==> src/rtl/pipeline_hazard_controller.sv <==
// Hazard detection, stall/flush sequencing and EX forwarding selects for a 5-stage MIPS pipeline.
// Optional stall-cycle counter is built only when HAZARD_STATS_EN is defined.
module pipeline_hazard_controller #(
    parameter int unsigned MULDIV_LAT = 4,
    parameter int unsigned REG_AW     = 5
) (
    input  logic              clk,
    input  logic              reset,
    input  logic [REG_AW-1:0] id_rs,
    input  logic [REG_AW-1:0] id_rt,
    input  logic              id_uses_rs,
    input  logic              id_uses_rt,
    input  logic              id_muldiv,
    input  logic              id_hilo_read,
    input  logic              ex_load_instr,
    input  logic              ex_rf_enable,
    input  logic [REG_AW-1:0] ex_rd,
    input  logic              mem_rf_enable,
    input  logic [REG_AW-1:0] mem_rd,
    input  logic              wb_rf_enable,
    input  logic [REG_AW-1:0] wb_rd,
    input  logic              ex_branch_taken,
    output logic              pc_ld,
    output logic              npc_ld,
    output logic              if_ld,
    output logic              S,
    output logic              if_flush,
    output logic [1:0]        fwd_a,
    output logic [1:0]        fwd_b,
    output logic              muldiv_busy,
    output logic [15:0]       stall_count
);

    typedef enum logic [1:0] {
        RUN    = 2'b00,
        MULDIV = 2'b01
    } state_t;

    localparam logic [3:0] CNT_LOAD = 4'(MULDIV_LAT - 1);

    state_t     state_q, state_d;
    logic [3:0] cnt_q, cnt_d;
    logic       pending_flush_q, pending_flush_d;

    logic busy_int;
    logic load_use;
    logic hilo_haz;
    logic stall;
    logic issue_muldiv;

    function automatic logic [1:0] fwd_sel(
        input logic [REG_AW-1:0] src,
        input logic              ex_en,
        input logic              ex_ld,
        input logic [REG_AW-1:0] ex_d,
        input logic              mem_en,
        input logic [REG_AW-1:0] mem_d,
        input logic              wb_en,
        input logic [REG_AW-1:0] wb_d
    );
        logic [1:0] sel;
        sel = 2'b00;
        if (src != '0) begin
            if (ex_en && !ex_ld && ex_d == src)
                sel = 2'b01;
            else if (mem_en && mem_d == src)
                sel = 2'b10;
            else if (wb_en && wb_d == src)
                sel = 2'b11;
        end
        return sel;
    endfunction

    always_comb begin
        busy_int = (state_q == MULDIV);
        load_use = ex_load_instr && ex_rf_enable && (ex_rd != '0) &&
                   ((id_uses_rs && id_rs == ex_rd) || (id_uses_rt && id_rt == ex_rd));
        hilo_haz = busy_int && (cnt_q != 4'd0) && (id_hilo_read || id_muldiv);
        stall    = load_use || hilo_haz;
        issue_muldiv = id_muldiv && !stall;
    end

    // Next-state logic; a mult/div may only issue when cnt has reached zero.
    always_comb begin
        state_d         = state_q;
        cnt_d           = cnt_q;
        pending_flush_d = stall ? (pending_flush_q || ex_branch_taken) : 1'b0;
        case (state_q)
            RUN: begin
                if (issue_muldiv) begin
                    state_d = MULDIV;
                    cnt_d   = CNT_LOAD;
                end
            end
            MULDIV: begin
                if (cnt_q == 4'd0) begin
                    if (issue_muldiv) begin
                        cnt_d = CNT_LOAD;
                    end else begin
                        state_d = RUN;
                    end
                end else begin
                    cnt_d = cnt_q - 4'd1;
                end
            end
            default: begin
                state_d = RUN;
                cnt_d   = 4'd0;
            end
        endcase
    end

    always_ff @(posedge clk) begin
        if (!reset) begin
            state_q         <= RUN;
            cnt_q           <= 4'd0;
            pending_flush_q <= 1'b0;
        end else begin
            state_q         <= state_d;
            cnt_q           <= cnt_d;
            pending_flush_q <= pending_flush_d;
        end
    end

    // Outputs are held in a safe bubble state while reset is asserted.
    always_comb begin
        pc_ld       = 1'b0;
        npc_ld      = 1'b0;
        if_ld       = 1'b0;
        S           = 1'b1;
        if_flush    = 1'b0;
        fwd_a       = 2'b00;
        fwd_b       = 2'b00;
        muldiv_busy = 1'b0;
        if (reset) begin
            pc_ld       = !stall;
            npc_ld      = !stall;
            if_ld       = !stall;
            S           = stall;
            if_flush    = (ex_branch_taken || pending_flush_q) && !stall;
            fwd_a       = fwd_sel(id_rs, ex_rf_enable, ex_load_instr, ex_rd,
                                  mem_rf_enable, mem_rd, wb_rf_enable, wb_rd);
            fwd_b       = fwd_sel(id_rt, ex_rf_enable, ex_load_instr, ex_rd,
                                  mem_rf_enable, mem_rd, wb_rf_enable, wb_rd);
            muldiv_busy = busy_int;
        end
    end

`ifdef HAZARD_STATS_EN
    logic [15:0] stall_count_q, stall_count_d;

    always_comb begin
        stall_count_d = stall_count_q;
        if (stall && stall_count_q != 16'hFFFF)
            stall_count_d = stall_count_q + 16'd1;
    end

    always_ff @(posedge clk) begin
        if (!reset)
            stall_count_q <= 16'd0;
        else
            stall_count_q <= stall_count_d;
    end

    assign stall_count = stall_count_q;
`else
    assign stall_count = 16'd0;
`endif

endmodule

==> config.mk <==
export PLATFORM = sky130hd
export DESIGN_NAME = pipeline_hazard_controller
export DESIGN_NICKNAME = d
export VERILOG_FILES = /design/src/rtl/pipeline_hazard_controller.sv
export SDC_FILE = /design/constraint.sdc
export NUM_CORES = 1
export LEC_CHECK = 0
export BUFFER_PORTS_ARGS = -buffer_cell sky130_fd_sc_hd__buf_2
export CAP_MARGIN = 5
export CORE_UTILIZATION = 42
export DETAILED_ROUTE_END_ITERATION = 6
export GPL_TIMING_DRIVEN = 0
export PLACE_DENSITY = 0.8
export SLEW_MARGIN = 40
export SYNTH_ARGS = -nofsm -noshare
export SYNTH_HDL_FRONTEND = slang
export SYNTH_SLANG_ARGS = --single-unit
==> constraint.sdc <==
create_clock -name clk -period 2.1 [get_ports clk]
set_clock_uncertainty 0.15 [all_clocks]
set_input_delay 0.21 -clock clk [delete_from_list [all_inputs] [get_ports clk]]
set_output_delay 0.21 -clock clk [all_outputs]
set_load 0.01 [all_outputs]
==> Word-level counts from Yosys, hierarchy flattened <==
Cells that the tools add are included.
W data, S select, Z words.
{ "totals": {"output_inout_bits": 26, "elab_cells": 67, "inputBits": 36, "ff_bits": 7} }
{ "classes": {"n_mux": 21, "n_reduce_logical": 30, "addsub": 1, "n_eq_ne": 12} }
{ "op_table": {"columns": ["cell", "count"], "rows": [
  ["$eq A5 B5 Y1", 8],
  ["$mux W2", 13],
  ["$logic_and A1 B1 Y1", 16],
  ["$reduce_bool A5 Y1", 3],
  ["$mux W4", 2],
  ["$pmux W4 S2", 1],
  ["$logic_not A4 Y1", 1],
  ["$logic_or A1 B1 Y1", 4],
  ["$mux W1", 4],
  ["$ne A2 B2 Y1 const B", 2],
  ["$pmux W2 S2", 1],
  ["$reduce_bool A4 Y1", 1],
  ["$sub A4 B1 Y4 const B", 1],
  ["$reduce_and A3 Y1", 1],
  ["$eq A2 B1 Y1 const B", 1],
  ["$logic_not A1 Y1", 2],
  ["$logic_not A2 Y1", 1],
  ["$ne A2 B1 Y1 const B", 1],
  ["$reduce_and A2 Y1", 1]
]} }

==> Depth between registers and ports, before layout <==
Gate-level depths: netlist of the first run.
{ "logic_depth": {"depth_word": 10, "ltp_mapped": 8} }

==> Worst setup path after synthesis of the first run <==
No wires, ideal clock.
{ "synth_path": {"path_kind": "flip-flop to output port", "start": "register cnt_q[0]", "end": "output npc_ld", "path_stages_with_launch": 9, "slack_ps": 154, "arrival_ps": 1586, "n_path_buf": 1, "required_time_ps": 1740, "path_cell_list": "dfxtp_1 inv_1 ha_1 nor2b_1 a21oi_1 o21a_1 a21oi_2 and2_1 buf_4"} }
{ "synth_between": {"elab_chain_len": 6} }
{ "synth_rtl": {"columns": ["element", "line", "rtl"], "rows": [
  ["from (decl)", "42", "logic [3:0] cnt_q, cnt_d;"],
  ["from (signal assigned)", "120", "cnt_q <= cnt_d;"],
  ["$reduce_bool A4 Y1", "78", "hilo_haz = busy_int && (cnt_q != 4'd0) && (id_hilo_read || id_muldiv);"],
  ["$logic_and A1 B1 Y1 (2 in series)", "78", null],
  ["$logic_or A1 B1 Y1", "79", "stall = load_use || hilo_haz;"],
  ["$logic_not A1 Y1", null, null],
  ["$mux W1", null, null],
  ["to (decl)", "24", "output logic npc_ld,"]
]} }
No other way between the ends.

==> Final worst setup path of the first run <==
{ "layout_path": {"start": "register cnt_q[1]", "end": "output pc_ld"} }
{ "layout_between": {"elab_chain_len": 6} }
{ "layout_rtl": {"columns": ["element", "line", "rtl"], "rows": [
  ["$reduce_bool A4 Y1", "78", null],
  ["$logic_and A1 B1 Y1 (2 in series)", "78", null],
  ["$logic_or A1 B1 Y1", "79", null],
  ["$logic_not A1 Y1", "136", "pc_ld = !stall;"],
  ["$mux W1", "135", "if (reset) begin"],
  ["to (decl)", "23", "output logic pc_ld,"]
]} }
No other way between the ends.

==> impl_metrics.env, run 1 <==
export IMPL_status="finished, final reports clean"
export IMPL_pin_count=62
export IMPL_overflow=0
export IMPL_ys_ff_latch=6
export IMPL_wl_met1_um=977
export IMPL_start_util=0.460
export IMPL_cts_max_path_buffers=2
export IMPL_placed_cell_area_sq_um=1240
export IMPL_h_tree_depth=1
export IMPL_syn2layout_area_growth_pct=44.0
export IMPL_fin_ws_ps=47.0
export IMPL_numClockSinks=6
export IMPL_min_period_ps=2050
export IMPL_holdPathStages=3
export IMPL_wl_met2_um=1440
export IMPL_antenna_found_initial=0
export IMPL_ctsHoldBuffers=0
export IMPL_rsz0062_at_grt="true"
export IMPL_finalSetupViolCount=0
export IMPL_clkLatencyLatePin_ps=240
export IMPL_grt_start_max_net_pins=11
export IMPL_drtAntennaViolNets=0
export IMPL_netlist_top_cell_by_area="xor2_1"
export IMPL_dieArea_sq_um=2410
export IMPL_max_stage_delay_ps=330
export IMPL_rows=16
export IMPL_fp_dieH_um=49.0
export IMPL_final_cell_mix="buf_2 (43), buf_4 (22), xor2_1 (16), conb_1 (16), xnor2_1 (14)"
export IMPL_hold_class="in -> reg"
export IMPL_vias=1078
export IMPL_path_clk_slew_ps=40
export IMPL_drive_above_1_share=0.434
export IMPL_grt_pass1_vias=1024
export IMPL_drt_wirelength_per_cell_um=12.2
export IMPL_critical_path_class="reg -> out"
export IMPL_synth_area_top_cells="xor2_1 (15%), buf_4 (15%), xnor2_1 (13%)"
export IMPL_cts_made_buffers=3
export IMPL_syn_inst=122
export IMPL_hpwlAfterDp_um=2130
export IMPL_met3_length_um=183
export IMPL_nets=228
export IMPL_syn_area_sq_um=930
export IMPL_synth_edf_count=0
export IMPL_synth_ff_type="dfxtp_1"
export IMPL_hold_slack_ps=99.0
export IMPL_ir_worst_vdd_mv=0.260
export IMPL_max_cap_violations=0
export IMPL_die_w_um=49.0
export IMPL_viasPerCell=4.99
export IMPL_final_cell_area_sq_um=1340
export IMPL_yosysUniqueCellTypes=32
export IMPL_crit_slowest_cell="dfxtp_2"
export IMPL_drc=0
export IMPL_async_reset_ff_frac=0
export IMPL_p_per_area_nw_per_um2=367
export IMPL_timing_fmax_ghz=0.487
export IMPL_top_layer_used="met4"
export IMPL_fillers=170
export IMPL_end_kind="primary output"
export IMPL_crit_arrival_ps=1690
export IMPL_required_ps=1740
export IMPL_path_common_cell="a21oi_2"
export IMPL_synth_warnings=0
export IMPL_io_buffers=45
export IMPL_routed_wl_um=2630
export IMPL_dr_pass1_iters=4
export IMPL_ctsRootBufferMaster="clkbuf_4"
export IMPL_place_ws_ps=-103
export IMPL_multi_input_area_sq_um=734
export IMPL_grt_pass1_wl_um=4330
export IMPL_diodes=0
export IMPL_p_leak_uw=0.000653
export IMPL_drt_iter0_markers=29
export IMPL_final_hold_violation_count=0
export IMPL_final_max_slew_viol_count=0
export IMPL_worstPathMaxFanout=4
export IMPL_core_area_sq_um=2020
export IMPL_start_kind="flop"
export IMPL_timing_final_crit_share=0.978
export IMPL_final_seq_area_sq_um=123
export IMPL_cts_tree="done"
export IMPL_reg2reg_depth=6
export IMPL_total_power_uw=491
export IMPL_final_common_cell="buf_2"
export IMPL_grt_total_usage=0.226
export IMPL_crit_chain="inv_2 -> ha_4 -> nor2b_4 -> a21oi_2 -> o21a_1 -> a21oi_2 -> and2_4 -> buf_4 -> buf_6"
export IMPL_ys_seq_area_frac=0.129
export IMPL_syn_area_per_cell_sq_um=7.62
export IMPL_gp_congestion=0.875
export IMPL_synth_top_area_frac=0.151
cell type report:
cell class,instances,share of cell area
clock buffer,3,0.0168
tap,27,0.0252
inverter,5,0.0140
multi-input combinational,107,0.549
sequential,6,0.0916
timing repair buffer,49,0.200
buffer,19,0.104
path summary, 6_finish.rpt:
path / start / end / slack, ps
max: cnt_q[1] / pc_ld / 50
min: reset / pending_flush_q / 100
min reg2reg: pending_flush_q / pending_flush_q / 370
max reg2reg: cnt_q[1] / cnt_q[1] / 620
worst max-delay path, delay by kind of cell, from the launching register on:
kind                     cells  cell delay (ps)
AO/OA/AOI/OAI                3              380
adder cells (fa/ha/maj)      1              150
buffers and inverters        3              280
flip-flops                   1              330
AND/OR/NAND/NOR              2              300
where the power goes:
part           switching [uW]  internal, uW  total (uW)
clock network            38.5          64.4         103
registers                6.40           123         129
logic                     127           132         259
total                     172           319         491
cell usage after synthesis (4+ instances only):
master	n
buf_4	18
xor2_1	16
xnor2_1	14
a21oi_1	6
dfxtp_1	6
nand3_1	6
nor3_1	6
inv_1	5
nand2_1	5
nor4_1	4
o21ai_0	4
sequential cells by signal (all words and copies together), names as in the netlist:
register / cells
state_q: 1
pending_flush_q: 1
cnt_q: 4
cells by family (layout without fill, tap and decap cells):
| group | after synthesis | in the layout | synth area share |
|---|---|---|---|
| other | 1 | 16 | 0.00403 |
| AND/OR/NAND/NOR | 39 | 39 | 0.229 |
| XOR/XNOR | 30 | 30 | 0.283 |
| flip-flops | 6 | 6 | 0.129 |
| adder cells (fa/ha/maj) | 1 | 1 | 0.0135 |
| buffers and inverters | 24 | 76 | 0.170 |
| AO/OA/AOI/OAI | 21 | 21 | 0.172 |
timing repair:
action,4_1_cts,5_1_grt
endpoints found under the setup margin,5,4
gates cloned,0,0
resized for setup,6,6
pin swaps,1,2
hold endpoints to repair,0,0
setup buffers,1,3
per-stage QoR:
step | instances | setup TNS [ps] | util
floorplan | 137 | 0 | -
global placement | 209 | -29.5 | 0.616
detailed placement | 209 | -205 | 0.616
CTS | 213 | 0 | 0.639
global route | 216 | -41.9 | 0.662
finish | 216 | 0 | 0.662
metal layers:
| metal | vias to the layer above | global-route usage |
|---|---|---|
| met5 | - | 0 |
| met1 | 492 | 0.221 |
| met3 | 4 | 0.0249 |
| met4 | 0 | 0.103 |
| met2 | 61 | 0.463 |
| li1 | 521 | - |
(Power assumes the default switching activity.)
==> run 2, diff against run 1 <==
- CORE_ASPECT_RATIO: not set -> 1.1
- PLACE_DENSITY: 0.8 -> not set
- PLACE_DENSITY_LB_ADDON: not set -> 0.1
==> impl_metrics.env, run 2 (synthesis gave the netlist of run 1 again) <==
export IMPL_required_ps=1740
export IMPL_timing_final_crit_share=0.972
export IMPL_viasPerCell=4.65
export IMPL_p_leak_uw=0.000646
export IMPL_reg2reg_depth=9
export IMPL_dp_cells=210
export IMPL_clkLatencyLatePin_ps=250
export IMPL_h_tree_depth=1
export IMPL_grt_pass1_vias=911
export IMPL_start_util=0.455
export IMPL_final_cell_mix="buf_2 (44), buf_4 (21), xor2_1 (16), conb_1 (16), xnor2_1 (14)"
export IMPL_layoutNonFillerInstCount=216
export IMPL_ir_worst_vdd_mv=0.424
export IMPL_setup_tns_ps=0
export IMPL_timing_fmax_ghz=0.490
export IMPL_ctsRootBufferMaster="clkbuf_4"
export IMPL_min_period_ps=2040
export IMPL_routed_wl_um=2380
export IMPL_grt_pass1_wl_um=3520
export IMPL_nets=227
export IMPL_worstPathMaxFanout=3
export IMPL_fp_dieH_um=51.3
export IMPL_hold_class="in -> reg"
export IMPL_hold_slack_ps=104
export IMPL_start_kind="flop"
export IMPL_status="finished, final reports clean"
export IMPL_drtAntennaViolNets=0
export IMPL_hpwlAfterDp_um=1970
export IMPL_dieArea_sq_um=2410
export IMPL_diodes=0
export IMPL_grt_start_max_net_pins=11
export IMPL_top_register="cnt_q"
export IMPL_path_clk_slew_ps=50
export IMPL_numClockSinks=6
export IMPL_drt_wirelength_per_cell_um=11.0
export IMPL_gp_congestion=0.801
export IMPL_end_kind="primary output"
export IMPL_final_common_cell="buf_2"
export IMPL_ctsHoldBuffers=0
export IMPL_drt_iter0_markers=6
export IMPL_max_cap_violations=0
export IMPL_grt_total_usage=0.200
export IMPL_io_buffers=45
export IMPL_overflow=0
export IMPL_drive_above_1_share=0.431
export IMPL_final_seq_area_sq_um=123
export IMPL_final_max_slew_viol_count=0
export IMPL_total_power_uw=487
export IMPL_pin_count=62
export IMPL_largest_reg_flops=4
export IMPL_cts_made_buffers=3
export IMPL_antenna_found_initial=0
export IMPL_drc=0
export IMPL_finalSetupViolCount=0
export IMPL_cts_tree="done"
export IMPL_fillers=211
export IMPL_p_per_area_nw_per_um2=367
export IMPL_cts_max_path_buffers=2
export IMPL_final_hold_violation_count=0
export IMPL_holdPathStages=3
export IMPL_multi_input_area_sq_um=734
export IMPL_core_area_sq_um=2040
export IMPL_die_w_um=46.9
export IMPL_rows=17
export IMPL_critical_path_class="reg -> out"
export IMPL_top_regs="cnt_q (4), pending_flush_q (1), state_q (1)"
export IMPL_syn2layout_area_growth_pct=42.7
export IMPL_vias=1004
export IMPL_dr_pass1_iters=3
export IMPL_rsz0062_at_grt="true"
export IMPL_crit_arrival_ps=1680
[run 2: changes by cell type in the layout (fill, tap and decap cells not counted), sizes merged]
cell and change:
buf -1
[run 2: per-stage QoR]
step	utilization	setup WS (ps)	area, sq um
after global placement	0.610	-40.7	1250
after CTS	0.632	1.17	1290
final	0.650	58.2	1330
after detailed placement	0.610	-58.0	1250
after floorplan	-	154	986
after global routing	0.650	-33.3	1330
[run 2: per-layer routing]
metal | wire [um] | GRT usage
met5 | 0 | 0
met4 | 24 | 0.100
met3 | 146 | 0.0141
met2 | 1180 | 0.368
met1 | 1030 | 0.218
[run 2: report_power, final]
part,internal [uW],switching [uW]
clock,65.0,46.9
combinational,126,121
sequential,123,6.04
total,313,174
[run 2: worst max-delay path, cell delays in order, from the launching register on]
cell     delay, ps
dfxtp_2        330
inv_2           50
ha_4           150
nor2b_4        130
a21oi_2        160
o21a_1         150
a21oi_2         50
and2_4         180
buf_4          120
buf_2          130
[run 2: worst paths after layout]
check                start         endpoint  slack, ps
hold reg to reg   cnt_q[0]         cnt_q[0]        340
hold / removal       reset  pending_flush_q        100
setup / recovery  cnt_q[0]            pc_ld         60
setup reg to reg  cnt_q[0]  pending_flush_q        540
[run 2: area by class of cell]
class,instances,share of cell area
repair buffers,48,0.192
multi-input cells,107,0.554
plain buffers,19,0.105
clock buffers,3,0.0170
well taps,28,0.0264
flip-flops and latches,6,0.0925
inverters,5,0.0142
[run 2: repair_timing]
item / in CTS / in global routing
gates resized for setup: 5 / 6
pin swaps: 1 / 2
setup endpoints to repair: 5 / 2
buffers inserted: 1 / 2
